$ cat config.mk
export PLATFORM = sky130hd
export DESIGN_NAME = cry_rgb_scale
export DESIGN_NICKNAME = d
export VERILOG_FILES = /design/src/rtl/cry_pkg.sv /design/src/rtl/cry_scale8.sv /design/src/rtl/cry_rgb_scale.sv
export SDC_FILE = /design/constraint.sdc
export NUM_CORES = 1
export LEC_CHECK = 0
export BUFFER_PORTS_ARGS = -buffer_cell sky130_fd_sc_hd__buf_2
export CORE_AREA = 2 2 119 121
export CTS_BUF_LIST = sky130_fd_sc_hd__clkbuf_8
export CTS_CLUSTER_SIZE = 8
export DETAILED_ROUTE_END_ITERATION = 7
export DIE_AREA = 0 0 121 123
export GPL_ROUTABILITY_DRIVEN = 1
export GPL_TIMING_DRIVEN = 0
export HOLD_SLACK_MARGIN = 0.05
export PLACE_DENSITY_LB_ADDON = 0.25
export SLEW_MARGIN = 20
export SYNTH_ARGS = -nofsm -noshare
export SYNTH_HDL_FRONTEND = slang
export SYNTH_SLANG_ARGS = --single-unit
$ cat constraint.sdc
create_clock -name sys_clk -period 6.65 [get_ports sys_clk]
set_input_delay 1.33 -clock sys_clk [delete_from_list [all_inputs] [get_ports sys_clk]]
set_output_delay 1.33 -clock sys_clk [all_outputs]
set_load 0.01 [all_outputs]
$ cat src/rtl/cry_pkg.sv
// rtl/cry_pkg.sv - shared field layout, stage types and bit-expansion helper for CRY/RGB16 conversion
package cry_pkg;

  // CRY pixel: [15:12] cyan, [11:8] red, [7:0] intensity.
  localparam int CRY_C_MSB     = 15;
  localparam int CRY_R_MSB     = 11;
  localparam int CRY_Y_MSB     = 7;
  localparam int CRY_COLOR_LSB = CRY_R_MSB - 3;
  localparam int CRY_COLOR_W   = CRY_C_MSB - CRY_COLOR_LSB + 1;
  localparam int CRY_Y_W       = CRY_Y_MSB + 1;

  // RGB16 pixel: [15:11] red, [10:6] blue, [5:0] green.
  localparam int RGB16_R_MSB = 15;
  localparam int RGB16_R_W   = 5;
  localparam int RGB16_B_MSB = 10;
  localparam int RGB16_B_W   = 5;
  localparam int RGB16_G_MSB = 5;
  localparam int RGB16_G_W   = 6;

  // First pipeline stage: pixel captured at accept.
  typedef struct packed {
    logic        v;
    logic [7:0]  y;
    logic [7:0]  color;
    logic        cry;
    logic [15:0] rgb;
  } s1_t;

  typedef struct packed {
    logic [7:0] r;
    logic [7:0] g;
    logic [7:0] b;
  } rgb24_t;

  // Widen an n-bit channel (4 <= n <= 8) to 8 bits by repeating its top bits
  // into the vacated LSBs, so full-scale maps to 0xFF and zero stays zero.
  function automatic logic [7:0] expand_to8(input logic [7:0] field, input int width);
    logic [7:0] mask;
    logic [7:0] f;
    mask = 8'hFF >> (8 - width);
    f    = field & mask;
    return (f << (8 - width)) | (f >> (2 * width - 8));
  endfunction

endpackage

$ cat src/rtl/cry_scale8.sv
// rtl/cry_scale8.sv - scale one 8-bit base component by an 8-bit intensity
module cry_scale8 (
  input  logic [7:0] base,
  input  logic [7:0] y,
  output logic [7:0] comp
);

  logic [15:0] prod;
  logic [15:0] sum;

  // base*(y+1)/256: Y=0 gives 0, Y=0xFF returns base exactly; the sum
  // never exceeds 0xFF00, so 16 bits hold it without carry-out.
  always_comb begin
    prod = {8'd0, base} * {8'd0, y};
    sum  = prod + {8'd0, base};
    comp = sum[15:8];
  end

endmodule

$ cat src/rtl/cry_rgb_scale.sv
// rtl/cry_rgb_scale.sv - CRY/RGB16 to RGB24 conversion stage behind the CRY colour ROMs
module cry_rgb_scale
  import cry_pkg::*;
#(
  parameter int unsigned PIPE_OUT = 1
) (
  input  logic        sys_clk,
  input  logic        resetl,
  input  logic        in_valid,
  output logic        in_ready,
  input  logic [15:0] in_pix,
  input  logic        in_cry,
  output logic [7:0]  cry_addr,
  input  logic [7:0]  rom_r,
  input  logic [7:0]  rom_g,
  input  logic [7:0]  rom_b,
  output logic        out_valid,
  input  logic        out_ready,
  output logic [7:0]  out_r,
  output logic [7:0]  out_g,
  output logic [7:0]  out_b
);

  s1_t        s1_q;
  s1_t        s1_d;
  logic       acc;
  logic       adv1;
  logic       v2;
  logic [7:0] scale_r;
  logic [7:0] scale_g;
  logic [7:0] scale_b;
  rgb24_t     comp;

  // Handshake and ROM address: while S1 is stalled the ROMs keep re-reading
  // color1, so the registered ROM data always matches the pixel held in S1.
  always_comb begin
    if (PIPE_OUT != 0) begin
      adv1 = s1_q.v & (~v2 | out_ready);
    end else begin
      adv1 = s1_q.v & out_ready;
    end
    in_ready = resetl & (~s1_q.v | adv1);
    acc      = in_valid & in_ready;
    cry_addr = acc ? in_pix[CRY_C_MSB -: CRY_COLOR_W] : s1_q.color;
  end

  // S1 next state: load on accept, otherwise drain when the pixel moves on.
  always_comb begin
    s1_d = s1_q;
    if (acc) begin
      s1_d.v     = 1'b1;
      s1_d.y     = in_pix[CRY_Y_MSB -: CRY_Y_W];
      s1_d.color = in_pix[CRY_C_MSB -: CRY_COLOR_W];
      s1_d.cry   = in_cry;
      s1_d.rgb   = in_pix;
    end else if (adv1) begin
      s1_d.v = 1'b0;
    end
  end

  // S1 register; reset discards any in-flight pixel.
  always_ff @(posedge sys_clk or negedge resetl) begin
    if (!resetl) begin
      s1_q <= '0;
    end else begin
      s1_q <= s1_d;
    end
  end

  cry_scale8 u_scale_r (.base(rom_r), .y(s1_q.y), .comp(scale_r));
  cry_scale8 u_scale_g (.base(rom_g), .y(s1_q.y), .comp(scale_g));
  cry_scale8 u_scale_b (.base(rom_b), .y(s1_q.y), .comp(scale_b));

  // Per-pixel mode select: scaled ROM colour for CRY, bit-replicated channels for RGB16.
  always_comb begin
    if (s1_q.cry) begin
      comp.r = scale_r;
      comp.g = scale_g;
      comp.b = scale_b;
    end else begin
      comp.r = expand_to8({3'd0, s1_q.rgb[RGB16_R_MSB -: RGB16_R_W]}, RGB16_R_W);
      comp.g = expand_to8({2'd0, s1_q.rgb[RGB16_G_MSB -: RGB16_G_W]}, RGB16_G_W);
      comp.b = expand_to8({3'd0, s1_q.rgb[RGB16_B_MSB -: RGB16_B_W]}, RGB16_B_W);
    end
  end

  generate
    if (PIPE_OUT != 0) begin : g_pipe
      logic   v2_q;
      logic   v2_d;
      rgb24_t out_q;
      rgb24_t out_d;

      // S2 next state: capture when S1 advances, empty when consumed with nothing behind.
      always_comb begin
        v2_d  = v2_q;
        out_d = out_q;
        if (adv1) begin
          v2_d  = 1'b1;
          out_d = comp;
        end else if (out_ready) begin
          v2_d = 1'b0;
        end
      end

      // S2 register; outputs hold while out_valid is not accepted.
      always_ff @(posedge sys_clk or negedge resetl) begin
        if (!resetl) begin
          v2_q  <= 1'b0;
          out_q <= '0;
        end else begin
          v2_q  <= v2_d;
          out_q <= out_d;
        end
      end

      assign v2        = v2_q;
      assign out_valid = v2_q;
      assign out_r     = out_q.r;
      assign out_g     = out_q.g;
      assign out_b     = out_q.b;
    end else begin : g_comb
      assign v2        = 1'b0;
      assign out_valid = s1_q.v;
      assign out_r     = comp.r;
      assign out_g     = comp.g;
      assign out_b     = comp.b;
    end
  endgenerate

endmodule

== Yosys cells after proc, flatten, opt, wreduce, memory -nomap -nowiden ==
Index checks and enable logic that the tools add are counted.

* Bits in registers: 59

* Reductions and logical operators: 2
* $mul: 3
* $add $sub $neg: 3
* Bitwise gates (word level): 10
* Multiplexer cells: 6

{| class="wikitable"
|+ Operators with widths
! operator !! number
|-
| 16-bit by 8-bit adder with 16-bit output || 3
|-
| 8-bit by 8-bit multiplier with 16-bit output || 3
|-
| 24-bit two-way mux || 1
|-
| 8-bit by 3-bit bitwise OR with 8-bit output || 2
|-
| 8-bit two-way mux || 1
|-
| 8-bit by 2-bit bitwise OR with 8-bit output || 1
|-
| 1-bit two-way mux || 4
|-
| 2-bit nonzero test || 2
|-
| 1-bit AND || 3
|-
| 1-bit NOT || 2
|-
| 1-bit bitwise OR || 2
|}

== Longest topological paths before layout ==
Gate-level depths: netlist of run 1.

* Depth after elaboration: 7
* Depth in mapped cells: 18
* Mapped depth without buffers: 17

== Hierarchy ==
From an unflattened synthesis of run 1, not the netlist that was laid out.

* Cells, all modules: 852
* Area, all modules: 8,326.7 sq um

{| class="wikitable"
|+ By module, submodules not included
! module !! area each (sq um) !! cells each !! instances !! sequential area each (sq um)
|-
| cry_scale8 (u_scale_r) || 2,107.0 || 229 || 1 || 0.0
|-
| cry_scale8 (u_scale_b) || 2,103.3 || 228 || 1 || 0.0
|-
| cry_scale8 (u_scale_g) || 2,059.5 || 224 || 1 || 0.0
|-
| cry_rgb_scale || 2,057.0 || 171 || 1 || 1,076.0
|}

== Least setup slack after synthesis of run 1 ==
No wires, ideal clock.

* Path type: input-to-reg
* Start: input port rom_b[6]
* End: register g_pipe.out_q, in the netlist out_b[7]
* Setup slack: 1.198 ns
* Stages: 17
* Arrival time: 5.373 ns
* Path buffers: 1
* Path through: clkbuf_1 > inv_1 > fa_1 > inv_1 > fa_1 > inv_1 > fa_1 > fa_1 > inv_1 > ha_1 > nor4bb_1 > a221o_1 > a31o_1 > a41o_1 > a21oi_2 > xnor2_1 > a2bb2oi_1

* Cells in the longest elaborated chain, start to end: 3

{| class="wikitable"
|+ Ends and longest elaborated chain
! element !! RTL line !! text
|-
| from (decl) || cry_rgb_scale.sv:16 || <nowiki>input logic [7:0] rom_b,</nowiki>
|-
| 8-bit by 8-bit multiplier with 16-bit output || cry_scale8.sv:14 || <nowiki>prod = {8'd0, base} * {8'd0, y};</nowiki>
|-
| 16-bit by 8-bit adder with 16-bit output (*) || cry_scale8.sv:15 || <nowiki>sum = prod + {8'd0, base};</nowiki>
|-
| 24-bit two-way mux (*) || cry_rgb_scale.sv:76 || <nowiki>if (s1_q.cry) begin</nowiki>
|-
| to (signal assigned) || cry_rgb_scale.sv:113 || <nowiki>out_q <= out_d;</nowiki>
|-
| to (decl) || cry_rgb_scale.sv:91 || <nowiki>rgb24_t out_q;</nowiki>
|}

Every way passes the cells marked *; elsewhere a longest branch is shown, timed or not.
A chain may end at the register's enable or synchronous reset.

== Worst setup path in the final report of run 1 ==
* Start: register s1_q[26] in the netlist's numbering
* End: register g_pipe.out_q, in the netlist out_g[5]

* Cells in the longest elaborated chain, start to end: 3

{| class="wikitable"
|+ Ends and longest elaborated chain
! element !! RTL line !! text
|-
| from (decl) || cry_rgb_scale.sv:24 || <nowiki>s1_t s1_q;</nowiki>
|-
| from (signal assigned) || cry_rgb_scale.sv:64 || <nowiki>s1_q <= '0;</nowiki>
|-
| from (signal assigned) || cry_rgb_scale.sv:66 || <nowiki>s1_q <= s1_d;</nowiki>
|-
| 8-bit by 8-bit multiplier with 16-bit output || cry_scale8.sv:14 ||
|-
| 16-bit by 8-bit adder with 16-bit output || cry_scale8.sv:15 ||
|-
| 24-bit two-way mux || cry_rgb_scale.sv:76 ||
|}

No other way between the ends.

==> results.toml, run 1 <==
[setup_path]
endpoint = "out_g[5]$_DFFE_PN0P_"
critPathLaunch = "s1_q[26]$_DFFE_PN0P_"
crit_buf_inv = 5
crit_path_end_kind = "register"
slowest_delay_ns = 0.55
crit_path_frequent_cell = "fa_1"
r2r-end = "out_g[5]$_DFFE_PN0P_"
path_depth = 18
reg2reg_from = "s1_q[26]$_DFFE_PN0P_"
ff2ff_setup_slack_ns = 0.96
cp_slowest_cell = "clkbuf_1"
crit_required_ns = 6.83
crit_fanout = 10
worst_r2r_path_depth = 18
crit_chain = "clkbuf_1 -> clkbuf_1 -> nand2_1 -> fa_1 -> inv_1 -> fa_1 -> fa_1 -> inv_1 -> fa_1 -> inv_1 -> ha_1 -> or4_1 -> a31oi_1 -> o31ai_2 -> a21oi_2 -> a21boi_0 -> xnor2_1 -> o21ai_0"
crit_arrival_ns = 5.87
crit_type = "register to register"
startpoint_type = "register"
crit_family = "adder cells"

[detailed_routing]
first_pass_iters = 5
route.detailed.drc = 0
drt_wl_total_microns = 17600
dr_total_vias = 5989
postRouteAntennaNets = 0
wire_per_inst_microns = 15.7
vias_per_cell = 5.35
drt_iter0_markers = 248

[yosys]
synth_nets = 1132
synth_edf_count = 0
ys_types = 45
synthFlopType = "dfrtp_1"
async_flop_share_pct = 100
ys_seq_elements = 43
yosysSeqAreaShare_pct = 13.4
ys_warn_count = 0
synth_cells = 862
synth_area_per_cell_sq_um = 9.30
syn_area_sq_mm = 0.00801

[sta]
relSlewSlack_pct = 37.4
worstMarginPinSlew_ns = 0.939
period_needed_ns = 5.69
worst_clock_skew_ns = 0.0160
setup_tns_ns = 0
drv_slew = 0
rsz0062_at_grt = "no"
finalHoldWorstSlack_ns = 0.479
final_hold_viol_count = 0
fmax_mhz = 176
setup_viol = 0
fin_crit_sh_pct = 85.6

[floorplan]
rows = 43
dieArea_sq_mm = 0.0149
pin_count = 79
die_h_microns = 123
start_util_pct = 58.9
dieWidth_microns = 121
core_area_sq_mm = 0.0136

[clock_network]
root_buffer = "clkbuf_8"
clock_path_buffers = 2
cts_buffers = 5
post_cts_buffers = 0
worstSkewPairLatency_ns = 0.32
clk_pin_slew_ns = 0.10
cts_resized = 0
clkSinkCount = 43
cts_max_level = 2
cts.hold.buffers_added = 0
cts_tree = "yes"

[grt]
grt_usage_pct = 25.8
grt_pass1_wl_microns = 30100
grt_pass1_vias = 6229
grt_remaining_overflow = 0
grt_start_max_net_pins = 45
antenna_found_initial = 1

[hold_path]
min_path_type = "register to register"
holdPathStages = 2

[final_layout]
final_cell_mix = "inv_1 (157), fa_1 (129), and2_1 (117)"
fin_nets = 1208
drive_above_1_share_pct = 10.8
syn2layout_area_growth_pct = 8.60
mostFrequentLayoutCell = "inv_1"

[job]
drv_cap = 0

[placed_design]
port_buffers = 69
place_hpwl_microns = 14300
gp_congestion = 0.879

[status]
status = "finished, final reports clean"

[power]
p_leak_nw = 4.63
p_per_area_mw_per_mm2 = 454
vdd_drop_max_uv = 340
[final cells by class]
| class | count | area [sq um] |
|---|---|---|
| Multi-Input combinational cell | 625 | 6210 |
| Fill cell | 1191 | 4910 |
| Sequential cell | 43 | 1080 |
| Inverter | 157 | 589 |
| Timing Repair Buffer | 69 | 345 |
| Tap cell | 180 | 225 |
| Buffer | 37 | 140 |
| Clock buffer | 5 | 68.8 |
| Clock inverter | 3 | 47.5 |
| Antenna cell | 1 | 2.50 |
[power by group]
group	leakage [nW]	switching, mW	internal (mW)
combinational	4.05	1.90	1.43
clock	0.0587	0.0989	0.114
sequential	0.522	0.0640	0.348
total	4.63	2.06	1.89
[registers in the layout, summed over array words and instances, names as in the netlist]
name and flops:
out_b 8, out_g 8, out_r 8, out_valid 1, s1_q 18
[metrics by stage]
stage          total power [mW]  cell area [sq um]  setup WS [ns]  cells  utilization (%)
2_1_floorplan              2.89               8010           1.20    862                -
3_3_place_gp               3.66               8580          0.661   1111             63.1
3_5_place_dp               3.73               8580          0.658   1111             63.1
4_1_cts                    3.97               8700          0.973   1119             63.9
5_1_grt                    4.49               8700          0.603   1119             63.9
6_report                   3.95               8700          0.959   1120             63.9
[cell families after synthesis]
logic type / Yosys count / share of synthesized area, %
xor+xnor: 25 / 2.73
flops: 43 / 13.4
mux: 22 / 3.01
compound gates: 97 / 7.64
fa+ha+maj: 225 / 47.2
simple gates: 256 / 16.9
buf+inv: 194 / 9.10
[metal layers]
| layer | vias to the layer above | global-route usage (%) | share of wire, % |
|---|---|---|---|
| met5 | - | 0 | 0 |
| met4 | 0 | 5.52 | 1.3 |
| met3 | 20 | 2.68 | 5.8 |
| met2 | 173 | 44.7 | 49 |
| met1 | 2965 | 35.4 | 44 |
| li1 | 2831 | - | - |
[Yosys cell counts, types with 3 or more instances]
library cell	n	area share, %
nor3b_1	10	0.94
and3_1	3	0.23
o21ai_0	23	1.4
nand2_1	97	4.5
and2_1	117	9.1
clkbuf_1	36	1.7
mux2_2	17	2.4
a21oi_1	34	2.1
dfrtp_1	43	13
ha_1	96	15
mux2i_1	5	0.62
xor2_1	10	1.1
nand2b_1	4	0.31
fa_1	129	32
o21bai_1	3	0.28
xnor2_1	15	1.6
a31oi_1	6	0.47
inv_1	157	7.4
nor2_1	12	0.56
nor3_1	3	0.19
a21o_1	10	0.94
o21a_1	4	0.37
[worst register-to-register path, stage by stage, from the launching register on]
cell and delay (ns):
dfrtp_1 0.34, clkbuf_1 0.44, clkbuf_1 0.55, nand2_1 0.14
fa_1 0.51, inv_1 0.05, fa_1 0.48, fa_1 0.55
inv_1 0.05, fa_1 0.47, inv_1 0.04, ha_1 0.18
or4_1 0.50, a31oi_1 0.36, o31ai_2 0.19, a21oi_2 0.28
a21boi_0 0.15, xnor2_1 0.18, o21ai_0 0.10
[worst min path at each step]
stage | start | endpoint | slack (ns)
final | out_r[5]$_DFFE_PN0P_ | out_r[5]$_DFFE_PN0P_ | 0.48
after detailed placement | out_r[0]$_DFFE_PN0P_ | out_r[0]$_DFFE_PN0P_ | 0.47
after CTS | out_r[5]$_DFFE_PN0P_ | out_r[5]$_DFFE_PN0P_ | 0.49
after floorplan | s1_q[33]$_DFFE_PN0P_ | out_valid$_DFFE_PN0P_ | 0.47
after global placement | out_r[2]$_DFFE_PN0P_ | out_r[2]$_DFFE_PN0P_ | 0.46
after global routing | out_g[0]$_DFFE_PN0P_ | out_g[0]$_DFFE_PN0P_ | 0.52
No activity file was read; power rests on OpenSTA's default activity.
==> run 2, diff against run 1 <==
--- a/config.mk
+++ b/config.mk
@@ -6,14 +6,14 @@
 export NUM_CORES = 1
 export LEC_CHECK = 0
 export BUFFER_PORTS_ARGS = -buffer_cell sky130_fd_sc_hd__buf_2
-export CORE_AREA = 2 2 119 121
+export CORE_AREA = 4 4 121 123
 export CTS_BUF_LIST = sky130_fd_sc_hd__clkbuf_8
 export CTS_CLUSTER_SIZE = 8
 export DETAILED_ROUTE_END_ITERATION = 7
-export DIE_AREA = 0 0 121 123
-export GPL_ROUTABILITY_DRIVEN = 1
+export DIE_AREA = 0 0 125 127
 export GPL_TIMING_DRIVEN = 0
 export HOLD_SLACK_MARGIN = 0.05
+export MAX_ROUTING_LAYER = met4
 export PLACE_DENSITY_LB_ADDON = 0.25
 export SLEW_MARGIN = 20
 export SYNTH_ARGS = -nofsm -noshare
==> results.toml, run 2 (same netlist as run 1, synthesis figures left out) <==
[floorplan]
core_area_sq_mm = 0.0137
dieWidth_microns = 125
die_h_microns = 127
pin_count = 79
rows = 43
start_util_pct = 58.6
dieArea_sq_mm = 0.0159

[sta]
worstMarginPinSlew_ns = 0.939
setup_viol = 0
fin_crit_sh_pct = 86.6
worst_clock_skew_ns = 0.0145
rsz0062_at_grt = "no"
relSlewSlack_pct = 37.4
fmax_mhz = 174
final_hold_viol_count = 0
setup_tns_ns = 0
drv_slew = 0
worst_slack_ns = 0.894
period_needed_ns = 5.76

[placed_design]
port_buffers = 69
dp_cells = 1111
dpl_worst_slack_ns = 0.544
place_hpwl_microns = 14500
gp_congestion = 0.848

[power]
p_leak_nw = 4.61
vdd_drop_max_uv = 346
p_per_area_mw_per_mm2 = 452

[final_layout]
largest_register_ffs = 18
mostFrequentLayoutCell = "inv_1"
final_cell_mix = "inv_1 (157), fa_1 (129), and2_1 (117)"
top_register = "s1_q"
diodes = 0
finalNonFillerCells = 1119
fin_nets = 1208
drive_above_1_share_pct = 10.8
syn2layout_area_growth_pct = 8.29

[detailed_routing]
wire_per_inst_microns = 15.7
route.detailed.drc = 0
vias_per_cell = 5.33
drt_wl_total_microns = 17600
drt_iter0_markers = 250
first_pass_iters = 5
dr_total_vias = 5959
postRouteAntennaNets = 0

[setup_path]
startpoint_type = "primary input"
crit_arrival_ns = 5.93
crit_fanout = 9
reg2reg_from = "s1_q[26]$_DFFE_PN0P_"
crit_required_ns = 6.82
crit_path_end_kind = "register"
critPathLaunch = "rom_g[5]"
crit_type = "primary input to register"

[clock_network]
cts_buffers = 5
clkSinkCount = 43
root_buffer = "clkbuf_8"
cts_resized = 0
cts_max_level = 2
clock_path_buffers = 2
clk_pin_slew_ns = 0.10
cts_tree = "yes"
worstSkewPairLatency_ns = 0.31
post_cts_buffers = 0
cts.hold.buffers_added = 0

[grt]
grt_usage_pct = 24.0
grt_start_max_net_pins = 45
grt_pass1_wl_microns = 30600
grt_pass1_vias = 6273
antenna_found_initial = 0
grt_remaining_overflow = 0

[job]
drv_cap = 0

[status]
status = "finished, final reports clean"

[hold_path]
hold_start = "out_r[0]$_DFFE_PN0P_"
min_path_type = "register to register"
==> run 2: layout make-up <==
class,instances,area (sq um)
fill,1192,4990
timing repair buffer,69,345
clock buffer,5,68.8
sequential,43,1080
tap,180,225
buffer,37,140
multi-input combinational,625,6210
clock inverter,3,25.0
inverter,157,589
==> run 2: power breakdown <==
part           switching, mW  internal (mW)
combinational           1.90           1.43
sequential            0.0654          0.348
clock                 0.0987         0.0752
==> run 2: critical path: stages <==
cell      delay [ns]
clkbuf_1        0.31
nand2_1         0.14
fa_1            0.52
fa_1            0.54
inv_1           0.05
fa_1            0.47
inv_1           0.05
fa_1            0.47
inv_1           0.04
ha_1            0.18
or4_1           0.50
a31oi_1         0.39
o31ai_2         0.20
a21oi_2         0.29
a21boi_0        0.16
xnor2_1         0.19
o21ai_0         0.10
==> run 2: metal layers <==
metal | GRT usage, % | wire, microns
met1 | 33.5 | 8050
met2 | 39.4 | 8510
met3 | 2.17 | 786
met4 | 4.46 | 248
met5 | - | 0
==> run 2: through the flow <==
step / hold slack (ns) / util (%) / power (mW) / instance area, sq um
finish: 0.492 / 63.5 / 3.92 / 8680
global route: 0.519 / 63.5 / 4.43 / 8680
CTS: 0.496 / 63.5 / 3.94 / 8680
detailed placement: 0.470 / 62.8 / 3.72 / 8580
global placement: 0.462 / 62.8 / 3.68 / 8580
floorplan: 0.471 / - / 2.89 / 8010
==> run 2: path summary, 6_finish.rpt <==
check | endpoint | slack, ns | cells after the start
max | out_g[5]$_DFFE_PN0P_ | 0.89 | 17
min | out_r[0]$_DFFE_PN0P_ | 0.49 | 2
max reg2reg | out_g[5]$_DFFE_PN0P_ | 0.96 | 18
min reg2reg | out_r[0]$_DFFE_PN0P_ | 0.49 | 2
max in group asynchronous | out_r[5]$_DFFE_PN0P_ | 4.90 | 1
min in group asynchronous | out_g[3]$_DFFE_PN0P_ | 1.16 | 1
